[src/rtl/ifmux_drr_sched_if.sv]
// ifmux_drr_sched_if: scheduler <-> mux handshake bundle.
// master = scheduler (drives grant/busy), slave = mux/rx side.
interface ifmux_drr_sched_if #(
  parameter int LEN_W = 13,
  parameter int QNT_W = 13
);
  logic [3:0]         rx_rdy;
  logic [4*LEN_W-1:0] rx_len;
  logic [4*QNT_W-1:0] quantum;
  logic               bp;
  logic               gnt_vld;
  logic [3:0]         gnt_vec;
  logic [1:0]         gnt_bin;
  logic [LEN_W-1:0]   gnt_len;
  logic               gnt_ack;
  logic               xfer_done;
  logic               busy;

  modport master (
    input  rx_rdy, rx_len, quantum, bp,
    input  gnt_ack, xfer_done,
    output gnt_vld, gnt_vec, gnt_bin,
    output gnt_len, busy
  );

  modport slave (
    output rx_rdy, rx_len, quantum, bp,
    output gnt_ack, xfer_done,
    input  gnt_vld, gnt_vec, gnt_bin,
    input  gnt_len, busy
  );
endinterface

[src/rtl/ifmux_drr_sched.sv]
// ifmux_drr_sched: deficit-round-robin ingress scheduler for the 4-port mux.
// Ports: clk_sys, rstn_sys (async low); bus = ifmux_drr_sched_if.master.
module ifmux_drr_sched #(
  parameter int NPORT = 4,
  parameter int LEN_W = 13,
  parameter int QNT_W = 13,
  parameter int DEF_W = 14
) (
  input  logic               clk_sys,
  input  logic               rstn_sys,
  ifmux_drr_sched_if.master  bus
);

  localparam int PW = $clog2(NPORT);
  localparam int SW = DEF_W + 1;

  typedef enum logic [1:0] {
    ST_IDLE,
    ST_SCAN,
    ST_GRANT,
    ST_BUSY
  } state_e;

  state_e           state_q, state_d;
  logic [PW-1:0]    ptr_q, ptr_d;
  logic             fresh_q, fresh_d;
  logic [DEF_W-1:0] def_q [NPORT];
  logic [DEF_W-1:0] def_d [NPORT];
  logic             gnt_vld_q, gnt_vld_d;
  logic [NPORT-1:0] gnt_vec_q, gnt_vec_d;
  logic [PW-1:0]    gnt_bin_q, gnt_bin_d;
  logic [LEN_W-1:0] gnt_len_q, gnt_len_d;
  logic             busy;

  logic             rdy_p;
  logic [LEN_W-1:0] len_p;
  logic [QNT_W-1:0] qnt_p;
  logic [DEF_W-1:0] def_p;
  logic [SW-1:0]    def_sum;
  logic [DEF_W-1:0] def_add;
  logic             fit;
  logic             sc_clr;
  logic             sc_add;
  logic             sc_gnt;
  logic             sc_next;

  assign rdy_p = bus.rx_rdy[ptr_q];
  assign len_p = bus.rx_len[int'(ptr_q)*LEN_W +: LEN_W];
  assign qnt_p = bus.quantum[int'(ptr_q)*QNT_W +: QNT_W];
  assign def_p = def_q[ptr_q];

  // Quantum add saturates at all-ones instead of wrapping.
  assign def_sum = {1'b0, def_p} + SW'(qnt_p);
  assign def_add = def_sum[DEF_W] ? '1 : def_sum[DEF_W-1:0];
  assign fit     = def_p >= DEF_W'(len_p);

  // Mutually exclusive SCAN actions; eligible+bp matches none and holds.
  assign sc_clr  = !rdy_p;
  assign sc_add  = rdy_p && fresh_q;
  assign sc_gnt  = rdy_p && !fresh_q && fit && !bus.bp;
  assign sc_next = rdy_p && !fresh_q && !fit;

  always_ff @(posedge clk_sys or negedge rstn_sys) begin
    if (!rstn_sys) begin
      state_q <= ST_IDLE;
    end else begin
      state_q <= state_d;
    end
  end

  always_comb begin
    state_d = state_q;
    unique case (state_q)
      ST_IDLE: begin
        if ((|bus.rx_rdy) && !bus.bp)
          state_d = ST_SCAN;
      end
      ST_SCAN: begin
        if (sc_clr && !(|bus.rx_rdy))
          state_d = ST_IDLE;
        else if (sc_gnt)
          state_d = ST_GRANT;
      end
      ST_GRANT: begin
        if (bus.gnt_ack)
          state_d = ST_BUSY;
      end
      ST_BUSY: begin
        if (bus.xfer_done)
          state_d = ST_SCAN;
      end
      default: state_d = ST_IDLE;
    endcase
  end

  always_comb begin
    ptr_d     = ptr_q;
    fresh_d   = fresh_q;
    def_d     = def_q;
    gnt_vld_d = gnt_vld_q;
    gnt_vec_d = gnt_vec_q;
    gnt_bin_d = gnt_bin_q;
    gnt_len_d = gnt_len_q;
    busy      = 1'b0;
    unique case (state_q)
      ST_SCAN: begin
        unique case (1'b1)
          sc_clr: begin
            def_d[ptr_q] = '0;
            ptr_d        = ptr_q + PW'(1);
            fresh_d      = 1'b1;
          end
          sc_add: begin
            def_d[ptr_q] = def_add;
            fresh_d      = 1'b0;
          end
          sc_gnt: begin
            gnt_vld_d        = 1'b1;
            gnt_vec_d        = '0;
            gnt_vec_d[ptr_q] = 1'b1;
            gnt_bin_d        = ptr_q;
            gnt_len_d        = len_p;
          end
          sc_next: begin
            ptr_d   = ptr_q + PW'(1);
            fresh_d = 1'b1;
          end
          default: ;
        endcase
      end
      ST_GRANT: begin
        busy = 1'b1;
        if (bus.gnt_ack) begin
          gnt_vld_d = 1'b0;
          // Grant required deficit >= len, so this never wraps.
          def_d[gnt_bin_q] = def_q[gnt_bin_q]
                           - DEF_W'(gnt_len_q);
        end
      end
      ST_BUSY: begin
        busy = 1'b1;
        if (bus.xfer_done) begin
          // Re-enter SCAN on the same port without a new quantum.
          fresh_d   = 1'b0;
          gnt_vec_d = '0;
          gnt_bin_d = '0;
        end
      end
      default: ;
    endcase
  end

  always_ff @(posedge clk_sys or negedge rstn_sys) begin
    if (!rstn_sys) begin
      ptr_q     <= '0;
      fresh_q   <= 1'b1;
      for (int i = 0; i < NPORT; i++)
        def_q[i] <= '0;
      gnt_vld_q <= 1'b0;
      gnt_vec_q <= '0;
      gnt_bin_q <= '0;
      gnt_len_q <= '0;
    end else begin
      ptr_q     <= ptr_d;
      fresh_q   <= fresh_d;
      def_q     <= def_d;
      gnt_vld_q <= gnt_vld_d;
      gnt_vec_q <= gnt_vec_d;
      gnt_bin_q <= gnt_bin_d;
      gnt_len_q <= gnt_len_d;
    end
  end

  assign bus.gnt_vld = gnt_vld_q;
  assign bus.gnt_vec = gnt_vec_q;
  assign bus.gnt_bin = gnt_bin_q;
  assign bus.gnt_len = gnt_len_q;
  assign bus.busy    = busy;

endmodule
[src/flat_wrapper.sv]
// flat-port wrapper written by rule: the top's interface ports become plain ports
module ifmux_drr_sched_flat 
#(
  parameter int NPORT = 4,
  parameter int LEN_W = 13,
  parameter int QNT_W = 13,
  parameter int DEF_W = 14
)
  (clk_sys, rstn_sys, bus_rx_rdy, bus_rx_len, bus_quantum, bus_bp, bus_gnt_ack, bus_xfer_done, bus_gnt_vld, bus_gnt_vec, bus_gnt_bin, bus_gnt_len, bus_busy);
  ifmux_drr_sched_if #(.LEN_W(LEN_W), .QNT_W(QNT_W)) bus_i ();
  input  logic clk_sys;
  input  logic rstn_sys;
  input wire logic [$bits(bus_i.rx_rdy)-1:0] bus_rx_rdy;
  input wire logic [$bits(bus_i.rx_len)-1:0] bus_rx_len;
  input wire logic [$bits(bus_i.quantum)-1:0] bus_quantum;
  input wire logic [$bits(bus_i.bp)-1:0] bus_bp;
  input wire logic [$bits(bus_i.gnt_ack)-1:0] bus_gnt_ack;
  input wire logic [$bits(bus_i.xfer_done)-1:0] bus_xfer_done;
  output wire logic [$bits(bus_i.gnt_vld)-1:0] bus_gnt_vld;
  output wire logic [$bits(bus_i.gnt_vec)-1:0] bus_gnt_vec;
  output wire logic [$bits(bus_i.gnt_bin)-1:0] bus_gnt_bin;
  output wire logic [$bits(bus_i.gnt_len)-1:0] bus_gnt_len;
  output wire logic [$bits(bus_i.busy)-1:0] bus_busy;
  assign bus_i.rx_rdy = bus_rx_rdy;
  assign bus_i.rx_len = bus_rx_len;
  assign bus_i.quantum = bus_quantum;
  assign bus_i.bp = bus_bp;
  assign bus_i.gnt_ack = bus_gnt_ack;
  assign bus_i.xfer_done = bus_xfer_done;
  assign bus_gnt_vld = bus_i.gnt_vld;
  assign bus_gnt_vec = bus_i.gnt_vec;
  assign bus_gnt_bin = bus_i.gnt_bin;
  assign bus_gnt_len = bus_i.gnt_len;
  assign bus_busy = bus_i.busy;
  ifmux_drr_sched #(.NPORT(NPORT), .LEN_W(LEN_W), .QNT_W(QNT_W), .DEF_W(DEF_W)) u_core (.clk_sys(clk_sys), .rstn_sys(rstn_sys), .bus(bus_i));
endmodule
[config.mk]
export PLATFORM = sky130hd
export DESIGN_NAME = ifmux_drr_sched_flat
export DESIGN_NICKNAME = d
export VERILOG_FILES = /design/src/rtl/ifmux_drr_sched_if.sv /design/src/rtl/ifmux_drr_sched.sv /design/src/flat_wrapper.sv
export SDC_FILE = /design/constraint.sdc
export NUM_CORES = 1
export LEC_CHECK = 0
export ABC_AREA = 0
export CELL_PAD_IN_SITES_DETAIL_PLACEMENT = 1
export CELL_PAD_IN_SITES_GLOBAL_PLACEMENT = 2
export CORE_MARGIN = 2
export CORE_UTILIZATION = 43
export CTS_CLUSTER_DIAMETER = 60
export DETAILED_ROUTE_END_ITERATION = 16
export DONT_BUFFER_PORTS = 1
export PLACE_DENSITY = 0.94
export SYNTH_ARGS = -nofsm -noshare
export SYNTH_HDL_FRONTEND = slang
export SYNTH_SLANG_ARGS = --single-unit
[constraint.sdc]
create_clock -name clk_sys -period 9.2 [get_ports clk_sys]
set_clock_uncertainty 0.1 [all_clocks]
set_input_delay 1.84 -clock clk_sys [delete_from_list [all_inputs] [get_ports clk_sys]]
set_output_delay 1.84 -clock clk_sys [all_outputs]
set_load 0.02 [all_outputs]
Word-level counts from Yosys, hierarchy flattened
Index checks and enable logic that the tools add are counted.
- register bits after elaboration: 81
- input port bits: 113
- output and inout bits: 21
- bitwise operators: 4
- reductions and logical operators: 28
- equality and inequality tests: 10
- multiply operators: 1
- add/subtract/negate cells: 3
- shift-type cells: 2
- multiplexer cells: 39
- $lt $le $gt $ge: 7
- operators by type and width (kind ; number):
    56-bit case mux with 2 select lines ; 2
    56-bit bitwise mux ; 2
    52-bit by 32-bit variable part select with 13-bit output ; 2
    14-bit two-way mux ; 7
    56-bit bitwise AND ; 1
    14-bit binary-select mux with 2-bit select ; 2
    14-bit demux with 2-bit select ; 2
    56-bit two-way mux ; 1
    56-bit NOT ; 1
    14-bit by 13-bit adder with 15-bit output ; 1
    14-bit by 13-bit >= comparator with 1-bit output ; 1
    2-bit two-way mux ; 7
    14-bit by 13-bit subtractor with 14-bit output ; 1
    3-bit AND reduction ; 4
    1-bit logical AND ; 10
    4-bit two-way mux ; 2
    2-bit case mux with 4 select lines ; 1
    4-bit case mux with 2 select lines ; 1
    3-bit >= comparator, second input constant ; 2
    3-bit by 1-bit < comparator with 1-bit output, second input constant ; 2
    2-bit by 4-bit multiplier with 6-bit output, second input constant ; 1
    1-bit two-way mux ; 6
    3-bit by 1-bit inequality test with 1-bit output, second input constant ; 2
    2-bit NOT with 3-bit output ; 2
    19 further kinds ; 31

Depth between registers and ports, before layout
- word-level depth: 10
- mapped depth: 14
- depth with buffers taken out: 12

Least setup slack after synthesis
No wires, ideal clock.
- path kind: input port to flip-flop
- from: input bus_quantum[39]
- to: register u_core.def_q[1] (netlist name)
- data required time: 8958 ps
- slack: 4754 ps
- data arrival time: 4204 ps
- setup time: 142 ps
- stages: 12
- path buffers: 1
- cells stage by stage: mux4_2 -> ha_1 -> inv_1 -> fa_1 -> nor2b_1 -> o31a_1 -> o21ai_0 -> a21o_1 -> buf_1 -> a21oi_1 -> o21ai_0 -> a31oi_1
- word-level cells in the longest chain between the ends: 6
- RTL lines (element ; RTL line ; source):
    start, declared ; flat_wrapper.sv:15 ; input wire logic [$bits(bus_i.quantum)-1:0] bus_quantum;
    52-bit by 32-bit variable part select with 13-bit output ; ifmux_drr_sched.sv:49 ; assign qnt_p = bus.quantum[int'(ptr_q)*QNT_W +: QNT_W];
    14-bit by 13-bit adder with 15-bit output ; ifmux_drr_sched.sv:53 ; assign def_sum = {1'b0, def_p} + SW'(qnt_p);
    14-bit two-way mux ; ifmux_drr_sched.sv:54 ; assign def_add = def_sum[DEF_W] ? '1 : def_sum[DEF_W-1:0];
    56-bit bitwise mux ; ifmux_drr_sched.sv:114 ; def_d[ptr_q] = def_add;
    56-bit case mux with 2 select lines ; ifmux_drr_sched.sv:107 ; unique case (1'b1)
    56-bit case mux with 2 select lines ; ifmux_drr_sched.sv:105 ; unique case (state_q)
    end signal, assigned by index ; ifmux_drr_sched.sv:158 ; def_q[i] <= '0;
    end signal, assigned ; ifmux_drr_sched.sv:166 ; def_q <= def_d;
    end, declared ; ifmux_drr_sched.sv:27 ; logic [DEF_W-1:0] def_q [NPORT];
No other way between the ends.
A chain may end at the register's enable or synchronous reset.

Worst setup path after layout
- from: input bus_quantum[44]
- to: register u_core.def_q[21] (netlist name)
The elaborated chain is that of the path after synthesis.

==> out/results.tsv <==
stage	metric	value	unit
critical_path	cp_max_fo	14	
clocking	post_cts_resized	0	
sta	relSlewSlack	0.200	
floorplanning	rows	46	
run	max-cap-violations	0	
final_layout	final_util	0.474	
sta	rsz0062_at_grt	no	
drt	wl_per_cell	27.6	microns
clocking	cts_setup_buffers	0	
final_layout	nFillCells	1859	
grt	grt_pass1_wl	40.6	mm
critical_path	crit_path_max_incr_delay	0.61	ns
logic_synthesis	async_reset_ff_frac	1.00	
grt	grt_max_degree	82	
logic_synthesis	synthTopCellsByCount	dfrtp_1 (80), nand2_1 (65), o21ai_0 (64)	
floorplanning	die_y	133	microns
final_layout	area_growth	6.80	%
sta	slew_violations	0	
final_layout	drive_gt1_frac	0.123	
logic_synthesis	synth_edf_count	0	
drt	drt-initial-drc-count	631	
clocking	clk_pin_slew_worst_paths	0.06	ns
logic_synthesis	synth-seq-area-share	0.286	
grt	globalRouteOverflowTotal	0	
logic_synthesis	syn_avg_cell_area	9.55	sq um
logic_synthesis	synth_area_leaders	dfrtp_1 (28%), mux4_2 (17%), ha_1 (8.3%), o21ai_0 (4.5%), nand2_1 (3.4%)	
logic_synthesis	syn_area	7100	sq um
clocking	ctsHtreeMaxLevel	3	
critical_path	cp.buffers_inverters	0	
grt	antenna_found_initial	1	
logic_synthesis	postSynthCellCount	744	
drt	ant_nets	0	
place	io_buffer_count	0	
drt	drc_errors	0	
drt	first_pass_iters	5	
grt	grt_pass1_vias	7070	
drt	totalWireLength	26.1	mm
final_layout	layoutNonFillerInstCount	947	
logic_synthesis	synth_warnings	0	
grt	grt.total_usage	0.300	
critical_path	crit_slowest_cell	a2111oi_0	
place	dp_hpwl	19.4	mm
grt	gr-usage-met2	0.497	
clocking	clock_latency	0.36	ns
logic_synthesis	synth_fp_nets	906	
floorplanning	fp.dieArea	17600	sq um
drt	via_per_inst	6.92	
logic_synthesis	ys_types	62	
floorplanning	io_pins	134	
place	gp_congestion	0.925	
clocking	cts_tree	yes	
sta	fin_tns_setup	0	ns
logic_synthesis	ys_ff_latch	81	
grt	top_usage_layer	met2	
grt	grtUsageMet3	0.0670	
floorplanning	initial_core_util	0.444	
sta	finalCritPeriodShare	0.521	
hold_path	hold_path_class	reg -> reg	
drt	vias	6549	
floorplanning	core	16000	sq um
clocking	clkSinkCount	81	
final_layout	nNetsFinal	887	
sta	setup_viol_count_final	0	
critical_path	critPathCaptureType	register	
critical_path	cp.required	9.28	ns
grt	grtUsageMet1	0.371	
critical_path	crit_family	compound AO/OA/AOI/OAI gates	
clocking	root_buffer	clkbuf_16	
critical_path	worst_ep_arrival_time	4.87	ns
sta	max_freq	209	MHz
clocking	postCtsHoldBufs	0	
logic_synthesis	synth_top_cell_area_share	0.282	
critical_path	crit_chain	mux4_2 -> ha_1 -> a2111oi_0 -> a211oi_1 -> o21ai_0 -> a21o_1 -> nand3_1 -> a21oi_1 -> a222oi_1	
critical_path	cp-start-kind	input pin	
place	dpl.cell_count	930	
floorplanning	die_w	133	microns
clocking	clk_path_buf_depth	2	
logic_synthesis	yosysTopAreaCell	dfrtp_1	
outcome	status	finished clean	
critical_path	crit_type	in -> reg	
clocking	cts_buffers	9	
sta	period_needed	4.79	ns
logic_synthesis	synth.most_common_cell	dfrtp_1	
logic_synthesis	yosys_most_used_dff	dfrtp_1	
sta	tightest_slew	1.20	ns
sta	hold_viol_final	0	
-- stage by stage --
step           worst slack, ns  hold WS [ns]  instance area, sq um
5_1_grt                   4.08         0.456                  7590
6_report                  4.41         0.415                  7590
4_1_cts                   4.46         0.416                  7580
3_3_place_gp              4.26         0.383                  7260
2_1_floorplan             4.75         0.365                  7100
3_5_place_dp              4.12         0.398                  7260
-- cell usage in the layout, fill, tap and decap left out, drive strengths merged, types with 16 or more instances in the layout --
| master | netlist | layout |
|---|---|---|
| dfrtp | 80 | 80 |
| nand2 | 66 | 66 |
| o21ai | 66 | 66 |
| mux4 | 55 | 55 |
| inv | 52 | 53 |
| nor2 | 52 | 52 |
| a21oi | 48 | 48 |
| ha | 47 | 47 |
| nand3 | 26 | 26 |
| o211ai | 20 | 20 |
| a21o | 19 | 19 |
| a31oi | 16 | 16 |
-- worst min-delay path: cells and delay by family (launching register included) --
kind	cells	cell delay (ns)
DFF	1	0.35
and+or+nand+nor	1	0.06
AOI/OAI and AO/OA	1	0.06
-- kinds of logic (layout without fill, tap and decap cells) --
logic type,count (synthesis),count (layout),synth area share
AO/OA/AOI/OAI,252,252,0.243
AND/OR/NAND/NOR,193,193,0.124
buffers and inverters,87,73,0.0499
flip-flops,81,81,0.286
multiplexers,64,64,0.187
adder cells (fa/ha/maj),49,49,0.0884
XOR/XNOR,18,18,0.0222
other,0,1,0
-- final timing paths --
| check | from | to | slack (ns) | cells after the start |
|---|---|---|---|---|
| max | bus_quantum[44] | u_core.def_q[21] | 4.41 | 9 |
| min reg2reg | u_core.def_q[27] | u_core.def_q[27] | 0.42 | 2 |
| max reg2reg | u_core.ptr_q[0] | u_core.def_q[21] | 4.43 | 10 |
| min | u_core.def_q[27] | u_core.def_q[27] | 0.42 | 2 |
| max in group asynchronous | rstn_sys | u_core.fresh_q | 7.72 | 0 |
| min in group asynchronous | rstn_sys | u_core.bus.gnt_len[12] | 1.07 | 0 |
-- sequential cells by signal, indices dropped and copies added (netlist names) --
| signal | count |
|---|---|
| u_core.fresh_q | 1 |
| u_core.bus.gnt_len | 13 |
| u_core.ptr_q | 2 |
| u_core.state_q | 2 |
| u_core.bus.gnt_vld | 1 |
| u_core.def_q | 56 |
| u_core.bus.gnt_bin | 2 |
| u_core.bus.gnt_vec | 4 |
-- area by class of cell --
cell class                      count  area, sq um  share of cell area
Tap cell                          216          270              0.0356
Inverter                           52          195              0.0257
Clock inverter                      5         78.8              0.0104
Timing Repair Buffer                5         37.5             0.00495
Clock buffer                       11          243              0.0320
Multi-Input combinational cell    576         4730               0.623
Antenna cell                        1         2.50            0.000330
Sequential cell                    81         2030               0.268
-- per-layer routing --
layer / share of wire / vias up
met2: 0.48 / 336
met3: 0.073 / 64
met4: 0.047 / 0
li1: - / 2817
met1: 0.40 / 3332
met5: 0 / -
Power is left out: the tool's default activity adds up to more than one toggle a clock period on the data nets, which glitch-free logic cannot reach.
